## config.mk

```make
export PLATFORM = sky130hd
export DESIGN_NAME = ahbl_cmd_master
export DESIGN_NICKNAME = d
export VERILOG_FILES = /design/src/rtl/ahbl_pkg.sv /design/src/rtl/ahbl_cmd_master_chk.sv /design/src/rtl/ahbl_rsp_fifo.sv /design/src/rtl/ahbl_cmd_master.sv
export SDC_FILE = /design/constraint.sdc
export NUM_CORES = 1
export LEC_CHECK = 0
export CAP_MARGIN = 20
export CORE_UTILIZATION = 35
export DETAILED_ROUTE_END_ITERATION = 12
export GPL_TIMING_DRIVEN = 0
export HOLD_SLACK_MARGIN = 0.15
export PLACE_DENSITY_LB_ADDON = 0.15
export SLEW_MARGIN = 20
export SYNTH_ARGS = -nofsm -noshare
export SYNTH_HDL_FRONTEND = slang
export SYNTH_SLANG_ARGS = --single-unit
```

## constraint.sdc

```tcl
create_clock -name HCLK -period 4 [get_ports HCLK]
set_clock_uncertainty 0.1 [all_clocks]
set_input_delay 0.8 -clock HCLK [delete_from_list [all_inputs] [get_ports HCLK]]
set_output_delay 0.8 -clock HCLK [all_outputs]
set_load 0.05 [all_outputs]
```

## src/rtl/ahbl_pkg.sv

```systemverilog
// Shared AHB-Lite encodings, response/command record types and small
// helpers used by the command master, its response FIFO and its checker.
package ahbl_pkg;

    localparam logic [1:0] HTRANS_IDLE   = 2'b00;
    localparam logic [1:0] HTRANS_NONSEQ = 2'b10;
    localparam logic [2:0] HBURST_SINGLE = 3'b000;
    localparam logic [2:0] HSIZE_BYTE    = 3'b000;
    localparam logic [2:0] HSIZE_HALF    = 3'b001;
    localparam logic [2:0] HSIZE_WORD    = 3'b010;
    localparam logic [3:0] HPROT_DEFAULT = 4'b0011;

    localparam int AHBL_ADDR_W = 32;
    localparam int AHBL_DATA_W = 32;

    typedef struct packed {
        logic [AHBL_ADDR_W-1:0] addr;
        logic                   write;
        logic [2:0]             size;
        logic [AHBL_DATA_W-1:0] wdata;
    } ahbl_cmd_t;

    typedef struct packed {
        logic [AHBL_DATA_W-1:0] rdata;
        logic                   write;
        logic                   error;
    } ahbl_rsp_t;

    // The bus is only 32 bits wide, so anything wider is issued as a word.
    function automatic logic [2:0] clamp_size(input logic [2:0] size);
        logic [2:0] res;
        if (size > HSIZE_WORD) begin
            res = HSIZE_WORD;
        end else begin
            res = size;
        end
        return res;
    endfunction

    function automatic logic size_aligned(input logic [1:0] addr_lo, input logic [2:0] size);
        logic ok;
        case (clamp_size(size))
            HSIZE_BYTE: ok = 1'b1;
            HSIZE_HALF: ok = (addr_lo[0] == 1'b0);
            default:    ok = (addr_lo == 2'b00);
        endcase
        return ok;
    endfunction

endpackage

```

## src/rtl/ahbl_cmd_master_chk.sv

```systemverilog
// Simulation-time property checks for the command master bus behaviour.
module ahbl_cmd_master_chk
    import ahbl_pkg::*;
#(
    parameter int ADDR_W = 32,
    parameter int DATA_W = 32
) (
    input logic              clk,
    input logic              rst_n,
    input logic              accept,
    input logic [1:0]        cmd_addr_lo,
    input logic [2:0]        cmd_size,
    input logic              hready,
    input logic [1:0]        htrans,
    input logic [ADDR_W-1:0] haddr,
    input logic              hwrite,
    input logic [2:0]        hsize,
    input logic [DATA_W-1:0] hwdata,
    input logic              push,
    input logic              fifo_full
);

    a_cmd_aligned: assert property (@(posedge clk) disable iff (!rst_n)
        accept |-> size_aligned(cmd_addr_lo, cmd_size));

    a_ctrl_stable: assert property (@(posedge clk) disable iff (!rst_n)
        (htrans == HTRANS_NONSEQ && !hready) |=>
            ($stable(haddr) && $stable(htrans) && $stable(hwrite) && $stable(hsize)));

    a_wdata_stable: assert property (@(posedge clk) disable iff (!rst_n)
        !hready |=> $stable(hwdata));

    a_no_overflow: assert property (@(posedge clk) disable iff (!rst_n)
        push |-> !fifo_full);

endmodule

```

## src/rtl/ahbl_rsp_fifo.sv

```systemverilog
// Synchronous response FIFO; simultaneous push and pop are both honoured.
module ahbl_rsp_fifo
    import ahbl_pkg::*;
#(
    parameter int  DEPTH = 4,
    parameter type T     = ahbl_rsp_t
) (
    input  logic                   clk,
    input  logic                   rst_n,
    input  logic                   push,
    input  T                       push_data,
    input  logic                   pop,
    output T                       pop_data,
    output logic [$clog2(DEPTH):0] count,
    output logic                   full,
    output logic                   empty
);
    localparam int AW = $clog2(DEPTH);

    T               mem_r [DEPTH];
    logic [AW-1:0]  wr_ptr_r;
    logic [AW-1:0]  rd_ptr_r;
    logic [AW:0]    count_r;
    logic           do_push_s;
    logic           do_pop_s;

    assign do_push_s = push & ~full;
    assign do_pop_s  = pop & ~empty;

    // Storage array; contents need no reset because count gates visibility.
    always_ff @(posedge clk) begin
        if (do_push_s) begin
            mem_r[wr_ptr_r] <= push_data;
        end
    end

    // Pointer and occupancy bookkeeping.
    always_ff @(posedge clk or negedge rst_n) begin
        if (!rst_n) begin
            wr_ptr_r <= AW'(0);
            rd_ptr_r <= AW'(0);
            count_r  <= (AW+1)'(0);
        end else begin
            if (do_push_s) begin
                wr_ptr_r <= wr_ptr_r + AW'(1);
            end
            if (do_pop_s) begin
                rd_ptr_r <= rd_ptr_r + AW'(1);
            end
            case ({do_push_s, do_pop_s})
                2'b10:   count_r <= count_r + (AW+1)'(1);
                2'b01:   count_r <= count_r - (AW+1)'(1);
                default: count_r <= count_r;
            endcase
        end
    end

    assign pop_data = mem_r[rd_ptr_r];
    assign count    = count_r;
    assign full     = (count_r == (AW+1)'(DEPTH));
    assign empty    = (count_r == (AW+1)'(0));

endmodule

```

## src/rtl/ahbl_cmd_master.sv

```systemverilog
// Command-driven AHB-Lite initiator: one single transfer per accepted command,
// responses returned in order through a credit-limited FIFO.
module ahbl_cmd_master
    import ahbl_pkg::*;
#(
    parameter int ADDR_W    = 32,
    parameter int DATA_W    = 32,
    parameter int RSP_DEPTH = 4
) (
    input  logic              HCLK,
    input  logic              HRESETn,
    input  logic              cmd_valid,
    output logic              cmd_ready,
    input  logic [ADDR_W-1:0] cmd_addr,
    input  logic              cmd_write,
    input  logic [2:0]        cmd_size,
    input  logic [DATA_W-1:0] cmd_wdata,
    output logic              rsp_valid,
    input  logic              rsp_ready,
    output logic [DATA_W-1:0] rsp_rdata,
    output logic              rsp_write,
    output logic              rsp_error,
    output logic              busy,
    output logic [ADDR_W-1:0] HADDR,
    output logic [1:0]        HTRANS,
    output logic              HWRITE,
    output logic [2:0]        HSIZE,
    output logic [DATA_W-1:0] HWDATA,
    output logic [2:0]        HBURST,
    output logic [3:0]        HPROT,
    output logic              HMASTLOCK,
    input  logic [DATA_W-1:0] HRDATA,
    input  logic              HREADY,
    input  logic              HRESP
);
    localparam int CW = $clog2(RSP_DEPTH) + 1;
    localparam int OW = CW + 1;

    typedef struct packed {
        logic [DATA_W-1:0] rdata;
        logic              write;
        logic              error;
    } rsp_t;

    logic              ap_valid_r;
    logic [ADDR_W-1:0] haddr_r;
    logic              hwrite_r;
    logic [2:0]        hsize_r;
    logic [DATA_W-1:0] ap_wdata_r;
    logic              dp_valid_r;
    logic              dp_write_r;
    logic [DATA_W-1:0] hwdata_r;

    logic              accept_s;
    logic              ap_done_s;
    logic              dp_done_s;
    logic              pop_s;
    logic [OW-1:0]     occ_s;
    logic              credit_ok_s;
    logic [CW-1:0]     fifo_count_s;
    logic              fifo_full_s;
    logic              fifo_empty_s;
    rsp_t              push_data_s;
    rsp_t              head_s;

    // Every accepted command holds a FIFO slot from accept until it is popped.
    assign occ_s       = OW'(fifo_count_s) + OW'(ap_valid_r) + OW'(dp_valid_r);
    assign pop_s       = rsp_valid & rsp_ready;
    assign credit_ok_s = (occ_s - OW'(pop_s)) < OW'(RSP_DEPTH);
    assign cmd_ready   = HRESETn & (~ap_valid_r | HREADY) & credit_ok_s;
    assign accept_s    = cmd_valid & cmd_ready;
    assign ap_done_s   = ap_valid_r & HREADY;
    assign dp_done_s   = dp_valid_r & HREADY;

    // Address-phase slot; controls keep their last value once the slot empties.
    always_ff @(posedge HCLK or negedge HRESETn) begin
        if (!HRESETn) begin
            ap_valid_r <= 1'b0;
            haddr_r    <= '0;
            hwrite_r   <= 1'b0;
            hsize_r    <= HSIZE_WORD;
            ap_wdata_r <= '0;
        end else if (accept_s) begin
            ap_valid_r <= 1'b1;
            haddr_r    <= cmd_addr;
            hwrite_r   <= cmd_write;
            hsize_r    <= clamp_size(cmd_size);
            ap_wdata_r <= cmd_wdata;
        end else if (ap_done_s) begin
            ap_valid_r <= 1'b0;
        end
    end

    // Data-phase slot; HWDATA only changes when a write enters the data phase.
    always_ff @(posedge HCLK or negedge HRESETn) begin
        if (!HRESETn) begin
            dp_valid_r <= 1'b0;
            dp_write_r <= 1'b0;
            hwdata_r   <= '0;
        end else if (ap_done_s) begin
            dp_valid_r <= 1'b1;
            dp_write_r <= hwrite_r;
            if (hwrite_r) begin
                hwdata_r <= ap_wdata_r;
            end
        end else if (dp_done_s) begin
            dp_valid_r <= 1'b0;
        end
    end

    assign push_data_s.rdata = dp_write_r ? '0 : HRDATA;
    assign push_data_s.write = dp_write_r;
    assign push_data_s.error = HRESP;

    ahbl_rsp_fifo #(
        .DEPTH (RSP_DEPTH),
        .T     (rsp_t)
    ) u_rsp_fifo (
        .clk       (HCLK),
        .rst_n     (HRESETn),
        .push      (dp_done_s),
        .push_data (push_data_s),
        .pop       (pop_s),
        .pop_data  (head_s),
        .count     (fifo_count_s),
        .full      (fifo_full_s),
        .empty     (fifo_empty_s)
    );

    ahbl_cmd_master_chk #(
        .ADDR_W (ADDR_W),
        .DATA_W (DATA_W)
    ) u_chk (
        .clk         (HCLK),
        .rst_n       (HRESETn),
        .accept      (accept_s),
        .cmd_addr_lo (cmd_addr[1:0]),
        .cmd_size    (cmd_size),
        .hready      (HREADY),
        .htrans      (HTRANS),
        .haddr       (HADDR),
        .hwrite      (HWRITE),
        .hsize       (HSIZE),
        .hwdata      (HWDATA),
        .push        (dp_done_s),
        .fifo_full   (fifo_full_s)
    );

    assign rsp_valid = ~fifo_empty_s;
    assign rsp_rdata = head_s.rdata;
    assign rsp_write = head_s.write;
    assign rsp_error = head_s.error;
    assign busy      = ap_valid_r | dp_valid_r | ~fifo_empty_s;

    assign HTRANS    = ap_valid_r ? HTRANS_NONSEQ : HTRANS_IDLE;
    assign HADDR     = haddr_r;
    assign HWRITE    = hwrite_r;
    assign HSIZE     = hsize_r;
    assign HWDATA    = hwdata_r;
    assign HBURST    = HBURST_SINGLE;
    assign HPROT     = HPROT_DEFAULT;
    assign HMASTLOCK = 1'b0;

endmodule

```

==> impl_metrics.env <==
export IMPL_die_width_um=167
export IMPL_synth_area_mux_share=0.200
export IMPL_finalCritPeriodShare=0.962
export IMPL_crit_arrival_ns=2.95
export IMPL_place_inst=1069
export IMPL_synth_ff_type="edfxtp_1"
export IMPL_clk_pin_slew_ns=0.06
export IMPL_final_cells=1113
export IMPL_crit_reg2reg_launch="u_rsp_fifo.count[0]$_DFFE_PN0P_"
export IMPL_endpoint="cmd_ready"
export IMPL_cts_tree="done"
export IMPL_vias=5157
export IMPL_synth_top_family_by_area="multiplexers"
export IMPL_tightest_slew_ns=0.908
export IMPL_synth_cell_type_count=32
export IMPL_synth_seq_cells=246
export IMPL_setup_viol=0
export IMPL_htreeDepth=1
export IMPL_syn_mean_instance_area_um2=18.9
export IMPL_place_congestion=0.764
export IMPL_crit_start="u_rsp_fifo.count[0]$_DFFE_PN0P_"
export IMPL_critPathMaxFanout=4
export IMPL_hold_class="primary input to asynchronous set/reset pin"
export IMPL_cp_required_ns=3.10
export IMPL_io_buffers=211
export IMPL_ant_nets=0
export IMPL_synth_edf_count=136
export IMPL_place_ws_ns=-0.492
export IMPL_synth_xor_area_share=0.00550
export IMPL_post_synth_top_count_cell="edfxtp_1"
export IMPL_synth_top_area_share=0.427
export IMPL_critPathKind="register to output pin"
export IMPL_r2r_end="HADDR[23]$_DFFE_PN0P_"
export IMPL_clk_root_buffer_cell="clkbuf_16"
export IMPL_yosysTopAreaCell="edfxtp_1"
export IMPL_reg2reg_depth=13
export IMPL_power_per_cell_area_nw_per_um2=822
export IMPL_clk_insertion_delay_late_ns=0.52
export IMPL_p_leak_nw=5.00
export IMPL_drc=0
export IMPL_synth_compound_area_frac=0.00799
export IMPL_row_count=60
export IMPL_maxCapViolCount=0
export IMPL_fmaxAchievable_mhz=260
export IMPL_antenna_found_initial=0
export IMPL_period_minus_slack_ns=3.85
export IMPL_rsz0062_at_grt="no"
export IMPL_netlist_instances=505
export IMPL_ir_worst_vdd_mv=0.510
export IMPL_ys_seq_area_frac=0.716
export IMPL_design_area_um2=13100
export IMPL_numCtsBuffers=27
export IMPL_synth_fa_ha_area_frac=0.0139
export IMPL_grt_overflow=0
export IMPL_end_kind="output pin"
export IMPL_relSlewSlack=0.391
export IMPL_area_delta_synth_final_pct=36.7
export IMPL_wl_per_cell_um=18.1
export IMPL_synthSimpleGateAreaFrac=0.0316
export IMPL_yosys_top_cells_count="136 x edfxtp_1, 109 x dfrtp_1, 91 x mux2_2"
export IMPL_dpl_instance_area_um2=12300
export IMPL_synth_area_um2=9560
export IMPL_fin_nets=874
export IMPL_clkSinkCount=246
export IMPL_hpwlAfterDp_um=13700
export IMPL_grt_pass1_vias=5911
export IMPL_cp_start_kind="register"
export IMPL_clockBufferDepth=3
export IMPL_ctsHoldBuffers=0
export IMPL_io_pins=221
export IMPL_viasPerCell=4.63
export IMPL_dieArea_um2=28000
export IMPL_worst_slack_ns=0.152
export IMPL_dr_pass1_iters=4
export IMPL_num_antenna_cells=0
export IMPL_drtIter0Drc=175
export IMPL_synth_area_leaders="edfxtp_1 43%, dfrtp_1 29%, mux2_2 11%, mux4_2 8.0%, nor2b_1 2.2%"
export IMPL_gr_usage_all_layers=0.145
export IMPL_grt_max_degree=62
export IMPL_drive_above_1_share=0.269
export IMPL_outcome="complete, no violations"
export IMPL_wl_um=20100
export IMPL_initial_core_util=0.356
export IMPL_die_h_um=167
export IMPL_finalHoldViolations=0
export IMPL_coreArea_um2=26900
export IMPL_power_w=0.0107
export IMPL_final_max_slew_violation_count=0
export IMPL_regToRegSetupSlack_ns=0.55
export IMPL_yosys_warnings=0
export IMPL_grt_pass1_wl_um=31800
export IMPL_fin_setup_tns_ns=0
export IMPL_async_reset_ff_frac=0.447
timing repair:
item	CTS	global route
resized for setup	11	5
setup buffers	0	1
endpoints found under the setup margin	3	12
pin swaps	0	2
cells by family after synthesis:
family                   count (synthesis)
AND/OR/NAND/NOR                         52
XOR/XNOR                                 6
AO/OA/AOI/OAI                           10
buffers and inverters                   46
other                                    2
adder cells (fa/ha/maj)                 10
flip-flops                             246
multiplexers                           133
final cells by class:
cell class                      count  area [µm²]
Fill cell                        2276       13800
Sequential cell                   246        6840
Multi-Input combinational cell    220        2520
Timing Repair Buffer              217        2250
Clock buffer                       35         706
Tap cell                          341         427
Buffer                             32         189
Clock inverter                      8        72.6
Inverter                           14        52.6
flip-flops by register name (all words and copies together), names as in the netlist:
signal / count
u_rsp_fifo.rd_ptr_r: 2
ap_valid_r: 1
HSIZE: 3
dp_write_r: 1
ap_wdata_r: 32
u_rsp_fifo.wr_ptr_r: 2
HWRITE: 1
dp_valid_r: 1
u_rsp_fifo.mem_r: 136
HADDR: 32
HWDATA: 32
u_rsp_fifo.count: 3
cells in the final DEF (no fill, tap or decap), types with 3 or more instances in the layout:
master and n:
nor2b_1 33, o21ai_0 3, dfrtp_1 109, buf_6 4, buf_16 4, edfxtp_1 136
mux4_2 34, mux2_2 91, xnor2_1 4, clkbuf_16 27, clkbuf_2 3, nand2_1 6
ha_1 9, clkbuf_1 15, conb_1 9, mux2_4 8, buf_4 11, inv_1 14
buf_2 10, nor2_1 3, and2_2 4, clkdlybuf4s50_1 209
routing by layer:
metal / track usage / routed length (µm)
met1: 0.169 / 8090
met2: 0.252 / 9860
met3: 0.0586 / 1880
met4: 0.0303 / 310
met5: 0 / 0
per-stage QoR:
| stage | utilization | hold WS (ns) |
|---|---|---|
| 6_report | 0.486 | 0.167 |
| 5_1_grt | 0.486 | 0.192 |
| 4_1_cts | 0.485 | 0.160 |
| 3_5_place_dp | 0.456 | 0.391 |
| 3_3_place_gp | 0.451 | 0.385 |
| 2_1_floorplan | - | 0.377 |
how the worst min path moves through the flow:
stage,from,end,slack [ns]
3_5_place_dp,HSIZE[2]$_DFFE_PN0P_,HSIZE[2]$_DFFE_PN0P_,0.39
3_3_place_gp,ap_wdata_r[20]$_DFFE_PN0P_,HWDATA[20]$_DFFE_PN0P_,0.39
5_1_grt,HRESETn,ap_wdata_r[18]$_DFFE_PN0P_,0.19
2_1_floorplan,ap_wdata_r[0]$_DFFE_PN0P_,ap_wdata_r[0]$_DFFE_PN0P_,0.38
4_1_cts,HRESETn,HADDR[13]$_DFFE_PN0P_,0.16
6_report,HRESETn,HADDR[13]$_DFFE_PN0P_,0.17
critical path, stage by stage (launching register included):
cell and delay [ns]:
dfrtp_1 0.42, or3_4 0.41, and2_4 0.19, ha_1 0.27
inv_1 0.04, ha_1 0.28, a211oi_2 0.24, o221a_1 0.24
o21a_1 0.16, buf_6 0.17
power breakdown:
| part | internal, W | leakage [nW] | switching [W] |
|---|---|---|---|
| registers | 0.00337 | 2.59 | 0.000306 |
| clock network | 0.00129 | 0.376 | 0.000919 |
| logic | 0.00193 | 2.03 | 0.00292 |
| total | 0.00659 | 5.00 | 0.00414 |
Power figures use the tool's default switching activity.
